[src/rtl/hazard_track_unit.sv]
// Stall/forwarding controller for the five-stage MIPS pipeline, driven by shadow E/M/W write state.
// Optional multiply/divide busy tracking is compiled in when HAZARD_MD_EN is defined.
module hazard_track_unit #(
    parameter int unsigned REG_AW      = 5,
    parameter int unsigned MULT_CYCLES = 5,
    parameter int unsigned DIV_CYCLES  = 10
) (
    input  logic              clk,
    input  logic              reset_n,
    input  logic [REG_AW-1:0] D_rs_addr,
    input  logic [REG_AW-1:0] D_rt_addr,
    input  logic [1:0]        D_tuse_rs,
    input  logic [1:0]        D_tuse_rt,
    input  logic              D_rfwr,
    input  logic [REG_AW-1:0] D_rfdst,
    input  logic [1:0]        D_tnew,
    input  logic              D_md_use,
    input  logic              D_md_start,
    input  logic              D_md_div,
    output logic              stall,
    output logic              E_bubble,
    output logic [1:0]        fwd_D_rs,
    output logic [1:0]        fwd_D_rt,
    output logic [1:0]        fwd_E_rs,
    output logic [1:0]        fwd_E_rt,
    output logic [1:0]        fwd_M_rt,
    output logic              md_busy
);

    localparam int unsigned MD_W = $clog2(DIV_CYCLES + 1);

    logic              r_e_wr, r_m_wr, r_w_wr;
    logic [REG_AW-1:0] r_e_dst, r_m_dst, r_w_dst;
    logic [1:0]        r_e_tnew, r_m_tnew;
    logic [REG_AW-1:0] r_e_rs, r_e_rt, r_m_rt;

    logic w_e_hit_rs, w_m_hit_rs, w_w_hit_rs;
    logic w_e_hit_rt, w_m_hit_rt, w_w_hit_rt;
    logic w_me_hit_rs, w_we_hit_rs, w_me_hit_rt, w_we_hit_rt, w_wm_hit_rt;
    logic w_reg_stall, w_md_stall, w_stall;

    // A stage hazards a source when it writes that register and the register is not $0.
    function automatic logic hit(input logic wr, input logic [REG_AW-1:0] dst,
                                 input logic [REG_AW-1:0] src);
        hit = wr && (dst == src) && (src != '0);
    endfunction

    // Nearest hazarding stage wins; a not-yet-ready nearest writer yields 0 (stall covers it).
    function automatic logic [1:0] pick(input logic he, input logic [1:0] te,
                                        input logic hm, input logic [1:0] tm,
                                        input logic hw);
        pick = 2'd0;
        if (he)      pick = (te == 2'd0) ? 2'd1 : 2'd0;
        else if (hm) pick = (tm == 2'd0) ? 2'd2 : 2'd0;
        else if (hw) pick = 2'd3;
    endfunction

    always_comb begin
        w_e_hit_rs  = hit(r_e_wr, r_e_dst, D_rs_addr);
        w_m_hit_rs  = hit(r_m_wr, r_m_dst, D_rs_addr);
        w_w_hit_rs  = hit(r_w_wr, r_w_dst, D_rs_addr);
        w_e_hit_rt  = hit(r_e_wr, r_e_dst, D_rt_addr);
        w_m_hit_rt  = hit(r_m_wr, r_m_dst, D_rt_addr);
        w_w_hit_rt  = hit(r_w_wr, r_w_dst, D_rt_addr);
        w_me_hit_rs = hit(r_m_wr, r_m_dst, r_e_rs);
        w_we_hit_rs = hit(r_w_wr, r_w_dst, r_e_rs);
        w_me_hit_rt = hit(r_m_wr, r_m_dst, r_e_rt);
        w_we_hit_rt = hit(r_w_wr, r_w_dst, r_e_rt);
        w_wm_hit_rt = hit(r_w_wr, r_w_dst, r_m_rt);

        w_reg_stall = (w_e_hit_rs && (D_tuse_rs < r_e_tnew))
                   || (w_m_hit_rs && (D_tuse_rs < r_m_tnew))
                   || (w_e_hit_rt && (D_tuse_rt < r_e_tnew))
                   || (w_m_hit_rt && (D_tuse_rt < r_m_tnew));
        w_stall     = w_reg_stall || w_md_stall;

        // W always holds a finished result, so its Tnew is zero by construction.
        fwd_D_rs = pick(w_e_hit_rs, r_e_tnew, w_m_hit_rs, r_m_tnew, w_w_hit_rs);
        fwd_D_rt = pick(w_e_hit_rt, r_e_tnew, w_m_hit_rt, r_m_tnew, w_w_hit_rt);
        fwd_E_rs = pick(1'b0, 2'd0, w_me_hit_rs, r_m_tnew, w_we_hit_rs);
        fwd_E_rt = pick(1'b0, 2'd0, w_me_hit_rt, r_m_tnew, w_we_hit_rt);
        fwd_M_rt = w_wm_hit_rt ? 2'd3 : 2'd0;
    end

    assign stall    = w_stall;
    assign E_bubble = w_stall;

    always_ff @(posedge clk or negedge reset_n) begin
        if (!reset_n) begin
            r_e_wr   <= 1'b0;
            r_e_dst  <= '0;
            r_e_tnew <= 2'd0;
            r_e_rs   <= '0;
            r_e_rt   <= '0;
            r_m_wr   <= 1'b0;
            r_m_dst  <= '0;
            r_m_tnew <= 2'd0;
            r_m_rt   <= '0;
            r_w_wr   <= 1'b0;
            r_w_dst  <= '0;
        end else begin
            if (w_stall) begin
                r_e_wr   <= 1'b0;
                r_e_dst  <= '0;
                r_e_tnew <= 2'd0;
                r_e_rs   <= '0;
                r_e_rt   <= '0;
            end else begin
                r_e_wr   <= D_rfwr;
                r_e_dst  <= D_rfdst;
                r_e_tnew <= D_tnew;
                r_e_rs   <= D_rs_addr;
                r_e_rt   <= D_rt_addr;
            end
            r_m_wr   <= r_e_wr;
            r_m_dst  <= r_e_dst;
            r_m_tnew <= (r_e_tnew == 2'd0) ? 2'd0 : r_e_tnew - 2'd1;
            r_m_rt   <= r_e_rt;
            r_w_wr   <= r_m_wr;
            r_w_dst  <= r_m_dst;
        end
    end

`ifdef HAZARD_MD_EN
    logic            r_e_md_start, r_e_md_div;
    logic [MD_W-1:0] r_md_cnt;

    // Counter loads as the MD op leaves E and runs down to idle.
    always_ff @(posedge clk or negedge reset_n) begin
        if (!reset_n) begin
            r_e_md_start <= 1'b0;
            r_e_md_div   <= 1'b0;
            r_md_cnt     <= '0;
        end else begin
            r_e_md_start <= w_stall ? 1'b0 : D_md_start;
            r_e_md_div   <= w_stall ? 1'b0 : D_md_div;
            if (r_e_md_start)
                r_md_cnt <= r_e_md_div ? MD_W'(DIV_CYCLES) : MD_W'(MULT_CYCLES);
            else if (r_md_cnt != '0)
                r_md_cnt <= r_md_cnt - MD_W'(1);
        end
    end

    assign md_busy    = (r_md_cnt != '0);
    assign w_md_stall = D_md_use && (md_busy || r_e_md_start);
`else
    logic w_md_unused;
    assign w_md_unused = ^{D_md_use, D_md_start, D_md_div, MD_W'(MULT_CYCLES)};
    assign md_busy     = 1'b0;
    assign w_md_stall  = 1'b0;
`endif

endmodule

[config.mk]
export PLATFORM = sky130hd
export DESIGN_NAME = hazard_track_unit
export DESIGN_NICKNAME = d
export VERILOG_FILES = /design/src/rtl/hazard_track_unit.sv
export SDC_FILE = /design/constraint.sdc
export NUM_CORES = 1
export LEC_CHECK = 0
export ABC_AREA = 1
export BUFFER_PORTS_ARGS = -buffer_cell sky130_fd_sc_hd__buf_2
export CAP_MARGIN = 20
export CORE_MARGIN = 10
export CORE_UTILIZATION = 35
export DETAILED_ROUTE_END_ITERATION = 8
export GPL_ROUTABILITY_DRIVEN = 0
export GPL_TIMING_DRIVEN = 0
export PLACE_DENSITY_LB_ADDON = 0.25
export SETUP_SLACK_MARGIN = 0.05
export SYNTH_ARGS = -nofsm -noshare
export SYNTH_HDL_FRONTEND = slang
export SYNTH_SLANG_ARGS = --single-unit
[constraint.sdc]
create_clock -name clk -period 1.7 [get_ports clk]
set_input_delay 0.34 -clock clk [delete_from_list [all_inputs] [get_ports clk]]
set_output_delay 0.34 -clock clk [all_outputs]
set_load 0.01 [all_outputs]
Word level (Yosys, flattened, before mapping)
Index checks and enable logic that the tools add are counted.

Shifts and indexed selects: 0. Div/mod/pow operators: 0. Order comparisons: 4. Reductions and logical operators: 36. Bitwise logic cells: 0. $mul: 0. Equal/unequal tests: 11. Mux-type cells: 19. Add/sub/neg operators: 1.

Operators by type and width (count): 5-bit equality test (11); 2-bit two-way mux (14); 1-bit logical AND (26); 5-bit nonzero test (5); 5-bit two-way mux (3); 2-bit < comparator (4); 2-bit logical NOT (2); 1-bit logical OR (3); 1-bit two-way mux (2); 2-bit by 1-bit subtractor with 2-bit output, second input constant (1).

Bits in registers: 37. Bits of input ports: 27. Logic and storage cells: 82. RAM bits: 0. Output and inout port bits: 13. Memories kept: 0. Latch bits: 0. Memory bits (read-only): 0.

Longest topological paths before layout
Gate-level depths: netlist of run 1.

Depth after elaboration: 8. Depth in mapped cells: 10. Gate-level depth less buffers: 9.

Least setup slack after synthesis of run 1
No wires, ideal clock.

Kind: reg-to-output. Start point: reg r_e_tnew[1]. End point: out stall. Cell stages (with the launch flop): 7. Arrival time: 1.309 ns. Data required time: 1.360 ns. Path buffers: 1. Slack: 0.051 ns. Path through: dfrtp_1 -> inv_1 -> ha_1 -> a21oi_1 -> nand3_4 -> nand4_1 -> buf_4.

Longest elaborated chain between the ends: 5. Elaborated cells on any way between the ends: 7. Those cells by class: 2 x order compare; 5 x reduce/logical.

Ends and longest elaborated chain: start: declaration (RTL line 34) `logic [1:0] r_e_tnew, r_m_tnew;`; start signal: assignment (RTL line 111) `r_e_tnew <= D_tnew;`; 2-bit < comparator (RTL line 71) `w_reg_stall = (w_e_hit_rs && (D_tuse_rs < r_e_tnew))`; 1-bit logical AND (RTL line 71); 1-bit logical OR (RTL line 72) `|| (w_m_hit_rs && (D_tuse_rs < r_m_tnew))`; 1-bit logical OR (*) (RTL line 73) `|| (w_e_hit_rt && (D_tuse_rt < r_e_tnew))`; 1-bit logical OR (*) (RTL line 74) `|| (w_m_hit_rt && (D_tuse_rt < r_m_tnew));`; end: declaration (RTL line 20) `output logic stall,`.

Every way passes the cells marked *; elsewhere a longest branch is shown, timed or not.

Final worst setup path of run 1
Start point: reg r_m_dst[1]. End point: out stall.

Longest elaborated chain between the ends: 7. Elaborated cells on any way between the ends: 11. Those cells by class: 2 x eq/ne; 9 x reduce/logical.

Ends and longest elaborated chain: start: declaration (RTL line 33) `logic [REG_AW-1:0] r_e_dst, r_m_dst, r_w_dst;`; start signal: assignment (RTL line 116) `r_m_dst <= r_e_dst;`; 5-bit equality test (RTL line 45) `hit = wr && (dst == src) && (src != '0);`; 1-bit logical AND (2 in series) (RTL line 45); 1-bit logical AND (RTL line 72); 1-bit logical OR (RTL line 72); 1-bit logical OR (RTL line 73); 1-bit logical OR (*) (RTL line 74).

Marked as above.

==> flow_summary.toml, run 1 <==
[outcome]
status = "finished with violations"
violations = "setup timing"

[finish]
n_antenna_cell = 0
layout-drive-gt1-share = 0.419
fill_cells = 658
nets = 417
syn_to_final_growth_pct = 36.9
stdcell_count = 467

[yosys]
syn_area_sq_mm = 0.00242
syn_inst = 320
synth_cell_types = 36
syn-num-nets = 351
yosysSeqAreaShare = 0.383
yosysWarnings = 0
synth_seq_cells = 37
syn_avg_cell_area_sq_um = 7.56

[detailed_routing]
first_pass_iters = 6
drc = 0
vias_per_cell = 4.95
vias = 2312
routed_wl_um = 7220
wl_per_cell_um = 15.5
drt-initial-drc-count = 188
postRouteAntennaNets = 0

[power]
leakage_nw = 1.68
p_int_w = 0.00170
swShare = 0.302
clockPowerShare = 0.330
power.switching_w = 0.000736
pwr-share-seq = 0.425
power.total_w = 0.00244
comb_power_share = 0.245
irDropWorstVdd_uv = 302
power.density_mw_per_mm2 = 735

[global_routing]
grt_max_degree = 38
antenna_found_initial = 0
grt_use_total = 0.139
grt_pass1_vias = 2471
grt_pass1_wl_um = 11600
grt_overflow = 0

[floorplan]
io_pins = 40
start_util = 0.358
fp.dieW_um = 103
fp-row-count = 30
die_h_um = 103
die_area_sq_mm = 0.0106
core_sq_mm = 0.00676

[timing]
min_period_ps = 2040
fmax_ghz = 0.491
slew_violations = 0
setup_viol = 12
holdWs_ps = 139
fin_crit_sh = 1.20
finalHoldViolCount = 0
worst_slack_ps = -336
worst_pin_slew_ps = 840
slew_headroom = 0.440
rsz0062_at_grt = "yes"
finClkSkew_ps = 2.85

[run]
cap_violations = 0

[place]
portBuffers = 35
dp_hpwl_um = 5000
dp_cells = 435
post-place-ws_ps = -253

[clock_network]
cts_max_level = 2
insertion_delay_ps = 290
cts_root_buf = "clkbuf_8"
cts_tree = "done"
cts_buffer_depth = 2
cts.clk_slew.worst_paths_ps = 80
cts_hold_buf = 0
cts_sinks = 37
cts_buffers = 5

[setup_path]
critPathLaunchType = "register"
cp_max_fo = 4
crit_type = "reg -> out"
setup.worst_path.end_class = "output pin"
worstPathArrival_ps = 1700
critPathRequiredTime_ps = 1360

[hold_path]
hp-class = "in -> async"
==> layout by cell type, fill, tap and decap left out, types with 12 or more instances in the layout <==
| master | instances |
|---|---|
| buf_6 | 13 |
| nand3_1 | 13 |
| inv_2 | 17 |
| buf_4 | 22 |
| inv_1 | 36 |
| dfrtp_1 | 28 |
| nor3_2 | 12 |
| buf_2 | 31 |
| nand2_1 | 69 |
| nor2_1 | 22 |
==> metrics by stage <==
stage | TNS, ps | cell area [sq um] | utilization
floorplan | 0 | 2420 | -
detailed placement | -1380 | 2690 | 0.399
global route | -4310 | 3310 | 0.490
finish | -3120 | 3310 | 0.490
global placement | -1290 | 2690 | 0.399
CTS | -3070 | 3000 | 0.445
==> registers in the layout (all words and copies together) (netlist names), 2 cells and up <==
signal and cells:
r_e_dst 5, r_e_rs 5, r_e_rt 5, r_e_tnew 2, r_m_dst 5, r_m_rt 5
r_m_tnew 2, r_w_dst 5
==> repair_timing <==
action / in CTS / in global routing
gates resized for setup: 44 / 39
hold endpoints to repair: 0 / 0
endpoints found under the setup margin: 22 / 22
pin swaps: 19 / 24
gates cloned: 0 / 1
setup buffers: 12 / 14
==> cell usage after synthesis (all sizes together) <==
cell | count | share of area
xnor2 | 13 | 0.047
or2 | 2 | 0.0052
clkbuf | 3 | 0.0047
o22ai | 5 | 0.013
o211ai | 4 | 0.012
conb | 1 | 0.0016
nand3b | 2 | 0.0062
dfrtp | 37 | 0.38
nand3 | 17 | 0.047
a221oi | 1 | 0.0036
inv | 54 | 0.084
buf | 7 | 0.025
and2 | 1 | 0.0031
o2111ai | 1 | 0.0036
nand2 | 77 | 0.13
xor2 | 5 | 0.018
nor2 | 33 | 0.062
nand4 | 9 | 0.023
clkinv | 2 | 0.0031
a21oi | 13 | 0.027
nor3b | 1 | 0.0031
o21ai | 7 | 0.014
ha | 4 | 0.021
nor3 | 21 | 0.064
==> final timing paths <==
kind,startpoint,to,slack (ps),depth (start not counted)
max,r_m_dst[1]$_DFF_PN0_,stall,-340,9
min,reset_n,r_m_tnew[0]$_DFF_PN0_,140,1
max reg2reg,r_m_dst[2]$_DFF_PN0_,r_e_rs[2]$_DFF_PN0_,130,8
min reg2reg,r_m_dst[4]$_DFF_PN0_,r_w_dst[4]$_DFF_PN0_,400,0
max in group asynchronous,reset_n,r_m_dst[3]$_DFF_PN0_,960,1
min in group clk,D_tnew[1],r_e_tnew[1]$_DFF_PN0_,250,3
==> logic make-up (layout without fill, tap and decap cells) <==
logic type                 count (synthesis)  in the layout  synth area share
AOI/OAI and AO/OA                         31             31            0.0740
and+or+nand+nor                          163            163             0.339
buffers and inverters                     66            133             0.117
xor gates and xnor gates                  18             18            0.0652
other                                      1              1           0.00155
adders and majority gates                  4              4            0.0207
DFF                                       37             37             0.383
==> final cells by class <==
class	instances	area, sq um	area share
multi-input cells	217	1410	0.425
flip-flops and latches	37	937	0.283
repair buffers	62	450	0.136
inverters	56	218	0.0657
well taps	80	100	0.0302
clock buffers	7	86.3	0.0261
plain buffers	7	81.3	0.0246
clock inverters	1	30.0	0.00907
==> power groups by stage <==
stage / combinational (W) / clock [W] / sequential (W)
5_1_grt: 0.000661 / 0.000855 / 0.00104
4_1_cts: 0.000507 / 0.000825 / 0.00103
3_5_place_dp: 0.000450 / 0 / 0.00103
2_1_floorplan: 0.000315 / 0 / 0.00100
3_3_place_gp: 0.000446 / 0 / 0.00103
6_report: 0.000597 / 0.000805 / 0.00103
==> worst max-delay path, stage by stage (launching register included) <==
cell	delay, ps
dfrtp_2	450
inv_4	70
buf_6	120
nand2_4	50
nand3_1	80
nor2_2	120
nand3_2	140
nand4_1	160
buf_4	130
buf_6	90
==> per-layer routing <==
| layer | track usage | vias up | part of all wire |
|---|---|---|---|
| li1 | - | 1142 | - |
| met1 | 0.161 | 1060 | 0.41 |
| met2 | 0.236 | 89 | 0.49 |
| met3 | 0.0369 | 21 | 0.068 |
| met4 | 0.0620 | 0 | 0.031 |
| met5 | 0 | - | 0 |
Note: power is estimated with default switching activity, not from simulation.
==> run 2, diff against run 1 <==
--- a/config.mk
+++ b/config.mk
@@ -6,7 +6,7 @@
 export NUM_CORES = 1
 export LEC_CHECK = 0
 export ABC_AREA = 1
-export BUFFER_PORTS_ARGS = -buffer_cell sky130_fd_sc_hd__buf_2
+export BUFFER_PORTS_ARGS = -buffer_cell sky130_fd_sc_hd__clkbuf_2
 export CAP_MARGIN = 20
 export CORE_MARGIN = 10
 export CORE_UTILIZATION = 35
@@ -14,6 +14,7 @@
 export GPL_ROUTABILITY_DRIVEN = 0
 export GPL_TIMING_DRIVEN = 0
 export PLACE_DENSITY_LB_ADDON = 0.25
+export REMOVE_ABC_BUFFERS = 1
 export SETUP_SLACK_MARGIN = 0.05
 export SYNTH_ARGS = -nofsm -noshare
 export SYNTH_HDL_FRONTEND = slang
==> run 2 against run 1 <==
The flow still finishes with violations (setup timing). Non-clock buffer count shrank 18. Largest power group unchanged. Clock-buffer cell count shrank 2. Sequential power is essentially flat. Critical path depth is the same. Largest cell class unchanged. Fmax grew 1.3%. Power grew 1.7%. Design area shrank 5.6%. Setup slack gained 27 ps. Die area is the same. Worst hold slack gained 28 ps.
==> flow_summary.toml, run 2 (synthesized netlist as in run 1, its figures left out) <==
[floorplan]
start_util = 0.358
core_sq_mm = 0.00676
fp-row-count = 30
fp.dieW_um = 103
die_h_um = 103
io_pins = 40
die_area_sq_mm = 0.0106

[setup_path]
cp_max_fo = 6
crit_type = "reg -> out"
setup.worst_path.end_class = "output pin"
cpMostUsedCell = "nand2_1"
worstPathArrival_ps = 1670
critPathLaunchType = "register"
cpLargestDelayFamily = "simple AND/OR/NAND/NOR gates"
slowest_delay_ps = 480
critPathRequiredTime_ps = 1360
crit_chain = "nand2_1 > o21ai_0 > nor2_1 > nand3_1 > nor2_2 > nor2_1 > nand2_1 > nand2_1 > buf_6"
crit_path_top_delay_cell = "dfrtp_2"
cp.buffers_inverters = 1

[timing]
rsz0062_at_grt = "yes"
setup_viol = 12
worst_pin_slew_ps = 902
min_period_ps = 2010
worst_slack_ps = -309
tns_ps = -2670
finClkSkew_ps = 5.46
fmax_ghz = 0.498
fin_crit_sh = 1.18
finalHoldViolCount = 0
slew_headroom = 0.399
slew_violations = 0

[clock_network]
insertion_delay_ps = 290
cts_sinks = 37
cts_tree = "done"
cts_root_buf = "clkbuf_8"
cts_buffers = 5
cts_max_level = 2
cts_buffer_depth = 2
cts_hold_buf = 0
cts.clk_slew.worst_paths_ps = 70

[run]
cap_violations = 0

[global_routing]
grt_pass1_vias = 2249
grt_max_degree = 38
busiest_layer = "met2"
grt_overflow = 0
use_met1 = 0.162
antenna_found_initial = 0
grt_pass1_wl_um = 11000
use_met2 = 0.216
grt_use_total = 0.133
use_met3 = 0.0369

[finish]
nets = 400
final_util = 0.463
syn_to_final_growth_pct = 29.3
n_antenna_cell = 0
final_common_cell = "nand2_1"
final_cell_area_sq_mm = 0.00313
fill_cells = 697
layout_common_cells = "nand2_1, inv_1, clkbuf_2, dfrtp_1, nor2_1"
stdcell_count = 450
layout-drive-gt1-share = 0.405

[place]
portBuffers = 35
dp_cells = 425
placed_area_sq_mm = 0.00262
dp_hpwl_um = 4950
post-place-ws_ps = -122

[detailed_routing]
postRouteAntennaNets = 0
wl_per_cell_um = 15.4
routed_wl_um = 6920
drt-initial-drc-count = 99
first_pass_iters = 4
vias_per_cell = 5.00
vias = 2251
drc = 0

[power]
pwr-share-seq = 0.419
irDropWorstVdd_uv = 623
p_int_w = 0.00177
leakage_nw = 1.57
power.density_mw_per_mm2 = 792
power.switching_w = 0.000708
clockPowerShare = 0.362
comb_power_share = 0.219
swShare = 0.286

[outcome]
violations = "setup timing"
status = "finished with violations"

[hold_path]
hp-class = "in -> async"
run 2: cell types whose count changed in the layout (fill, tap and decap cells not counted), sizes merged:
cell / before / now
buf: 68 / 26
bufinv: 1 / 2
clkbuf: 8 / 30
clkinv: 0 / 2
inv: 56 / 55
nand2: 77 / 78
run 2: per-layer routing:
layer,up-vias,wire length [um]
li1,1109,-
met1,1040,2950
met2,85,3310
met3,17,491
met4,0,157
met5,-,0
run 2: final cells by class:
type	instances	area, sq um	area share
inverter	56	213	0.0680
timing repair buffer	51	323	0.103
sequential	37	941	0.301
clock inverter	3	65.1	0.0208
clock buffer	5	68.8	0.0220
tap	80	100	0.0320
multi-input combinational	218	1420	0.453
run 2: timing repair:
| item | CTS | global route |
|---|---|---|
| pin swaps | 14 | 25 |
| gates resized for setup | 38 | 44 |
| gates cloned | 0 | 1 |
| setup buffers | 10 | 6 |
| endpoints found under the setup margin | 12 | 18 |
run 2: power by group through the flow:
stage               sequential (W)  clock [W]  combinational [W]
global placement           0.00105          0           0.000414
floorplan                  0.00101          0           0.000294
finish                     0.00104   0.000896           0.000542
CTS                        0.00103   0.000922           0.000483
global route               0.00105   0.000966           0.000609
detailed placement         0.00105          0           0.000419
run 2: path summary, 6_finish.rpt:
check                      slack, ps                     to  cells past startpoint                  from
hold / removal                   170    r_m_rt[0]$_DFF_PN0_                      1               reset_n
setup / recovery                -310            fwd_D_rt[1]                      9  r_m_dst[1]$_DFF_PN0_
setup reg to reg                  60    r_e_rt[2]$_DFF_PN0_                      9  r_m_dst[1]$_DFF_PN0_
max in group asynchronous        910   r_m_dst[3]$_DFF_PN0_                      1               reset_n
hold reg to reg                  390       r_m_wr$_DFF_PN0_                      0      r_e_wr$_DFF_PN0_
min in group clk                 240  r_e_tnew[1]$_DFF_PN0_                      3             D_tnew[1]
run 2: per-stage QoR:
step                total power [W]  hold WS [ps]
finish                      0.00248           168
global route                0.00262           239
CTS                         0.00244           198
floorplan                   0.00131          44.4
detailed placement          0.00147           374
global placement            0.00146           362
run 2: worst reg2reg max path: stages, from the launching register on:
cell	delay [ps]
dfrtp_2	480
buf_4	160
nand2_1	70
nand3_2	70
nor2_2	130
buf_4	120
nand3_2	60
buf_4	170
nand2_4	180
nor3_1	80
==> run 3, diff against run 2 <==
--- a/config.mk
+++ b/config.mk
@@ -16,6 +16,7 @@
 export PLACE_DENSITY_LB_ADDON = 0.25
 export REMOVE_ABC_BUFFERS = 1
 export SETUP_SLACK_MARGIN = 0.05
+export SKIP_LAST_GASP = 1
 export SYNTH_ARGS = -nofsm -noshare
 export SYNTH_HDL_FRONTEND = slang
 export SYNTH_SLANG_ARGS = --single-unit
==> run 3 against run 2 <==
The flow still finishes with violations (setup timing). Fmax up 0.43%. Worst hold slack worse by 2.6 ps. Clock skew up 2.4 ps. Core utilization down 0.11 points. Critical endpoint unchanged.
==> flow_summary.toml, run 3 (synthesized netlist as in run 1, its figures left out) <==
[global_routing]
grt_overflow = 0
busiest_layer = "met2"
antenna_found_initial = 0
grt_use_total = 0.133
use_met3 = 0.0369
use_met1 = 0.162
grt_max_degree = 38
grt_pass1_vias = 2236
grt_pass1_wl_um = 11000
use_met2 = 0.215

[power]
power.density_mw_per_mm2 = 796
leakage_nw = 1.57
irDropWorstVdd_uv = 622

[setup_path]
cp_max_fo = 6
critPathLaunchType = "register"
critPathRequiredTime_ps = 1360
crit_type = "reg -> out"
reg2reg_slack_ps = 70
setup.worst_path.end_class = "output pin"
worstPathArrival_ps = 1660

[place]
post-place-ws_ps = -122
dp_hpwl_um = 4950
portBuffers = 35
dp_cells = 425

[clock_network]
cts_root_buf = "clkbuf_8"
cts_sinks = 37
cts_buffers = 5
cts_buffer_depth = 2
insertion_delay_ps = 290
cts.clk_slew.worst_paths_ps = 80
cts_tree = "done"
cts_max_level = 2

[run]
cap_violations = 0

[timing]
slew_violations = 0
fin_crit_sh = 1.18
worst_slack_ps = -301
finalHoldViolCount = 0
finClkSkew_ps = 7.88
min_period_ps = 2000
worst_pin_slew_ps = 906
fmax_ghz = 0.500
rsz0062_at_grt = "yes"
holdWs_ps = 165
tns_ps = -2800
slew_headroom = 0.396
setup_viol = 12

[detailed_routing]
vias_per_cell = 5.01
routed_wl_um = 6940
first_pass_iters = 4
drt-initial-drc-count = 118
postRouteAntennaNets = 0
drc = 0
vias = 2258
wl_per_cell_um = 15.4

[floorplan]
die_area_sq_mm = 0.0106
start_util = 0.358
fp-row-count = 30
die_h_um = 103
io_pins = 40
core_sq_mm = 0.00676
fp.dieW_um = 103

[finish]
n_antenna_cell = 0
stdcell_count = 451
final_common_cell = "nand2_1"
layout_common_cells = "nand2_1, inv_1, clkbuf_2"
layout-drive-gt1-share = 0.404
nets = 401
syn_to_final_growth_pct = 29.0
fill_cells = 704

[outcome]
violations = "setup timing"
status = "finished with violations"

[hold_path]
hp-class = "in -> async"
run 3: changes by cell type in the layout (fill, tap and decap cells not counted), sizes merged:
cell  previous run  this run
buf             26        27
run 3: critical path, stage by stage, from the launching register on:
cell,delay [ps]
dfrtp_2,480
nand2_1,110
o21ai_0,110
nor2_1,120
nand3_1,100
nor2_2,130
nor2_1,60
nand2_1,80
nand2_1,70
buf_6,120
run 3: worst paths after layout:
kind / depth (start not counted) / endpoint / start
max: 9 / fwd_D_rt[1] / r_m_dst[1]$_DFF_PN0_
min: 1 / r_m_rt[0]$_DFF_PN0_ / reset_n
max reg2reg: 9 / r_e_rt[2]$_DFF_PN0_ / r_m_dst[1]$_DFF_PN0_
min reg2reg: 0 / r_m_wr$_DFF_PN0_ / r_e_wr$_DFF_PN0_
max in group asynchronous: 1 / r_m_dst[3]$_DFF_PN0_ / reset_n
min in group clk: 3 / r_e_tnew[1]$_DFF_PN0_ / D_tnew[1]
run 3: power breakdown:
group | total, W | switching, W | internal (W)
combinational | 0.000543 | 0.000301 | 0.000241
clock | 0.000901 | 0.000319 | 0.000583
sequential | 0.00104 | 0.0000935 | 0.000946
total | 0.00248 | 0.000714 | 0.00177
run 3: per-stage QoR:
step,utilization,total power (W),instance area [sq um]
2_1_floorplan,-,0.00131,2350
3_3_place_gp,0.388,0.00146,2620
3_5_place_dp,0.388,0.00147,2620
4_1_cts,0.432,0.00243,2920
5_1_grt,0.462,0.00262,3120
6_report,0.462,0.00248,3120
run 3: cell type report:
cell class	count	area, sq um	share of cell area
clock buffers	5	68.8	0.0221
flip-flops and latches	37	942	0.302
inverters	56	215	0.0690
well taps	80	100	0.0321
clock inverters	3	65.1	0.0209
multi-input cells	218	1400	0.448
repair buffers	52	330	0.106
run 3: layer usage:
layer / share of wire / vias to the layer above / wire [um]
li1: - / 1113 / -
met1: 0.44 / 1054 / 3040
met2: 0.48 / 72 / 3340
met3: 0.056 / 19 / 390
met4: 0.024 / 0 / 165
met5: 0 / - / 0
run 3: repair_timing:
item,4_1_cts,5_1_grt
resized for setup,36,46
buffers inserted,10,7
endpoints found under the hold margin,0,0
endpoints found under the setup margin,12,18
hold buffers,0,0
pin swaps,13,26
gates cloned,0,1
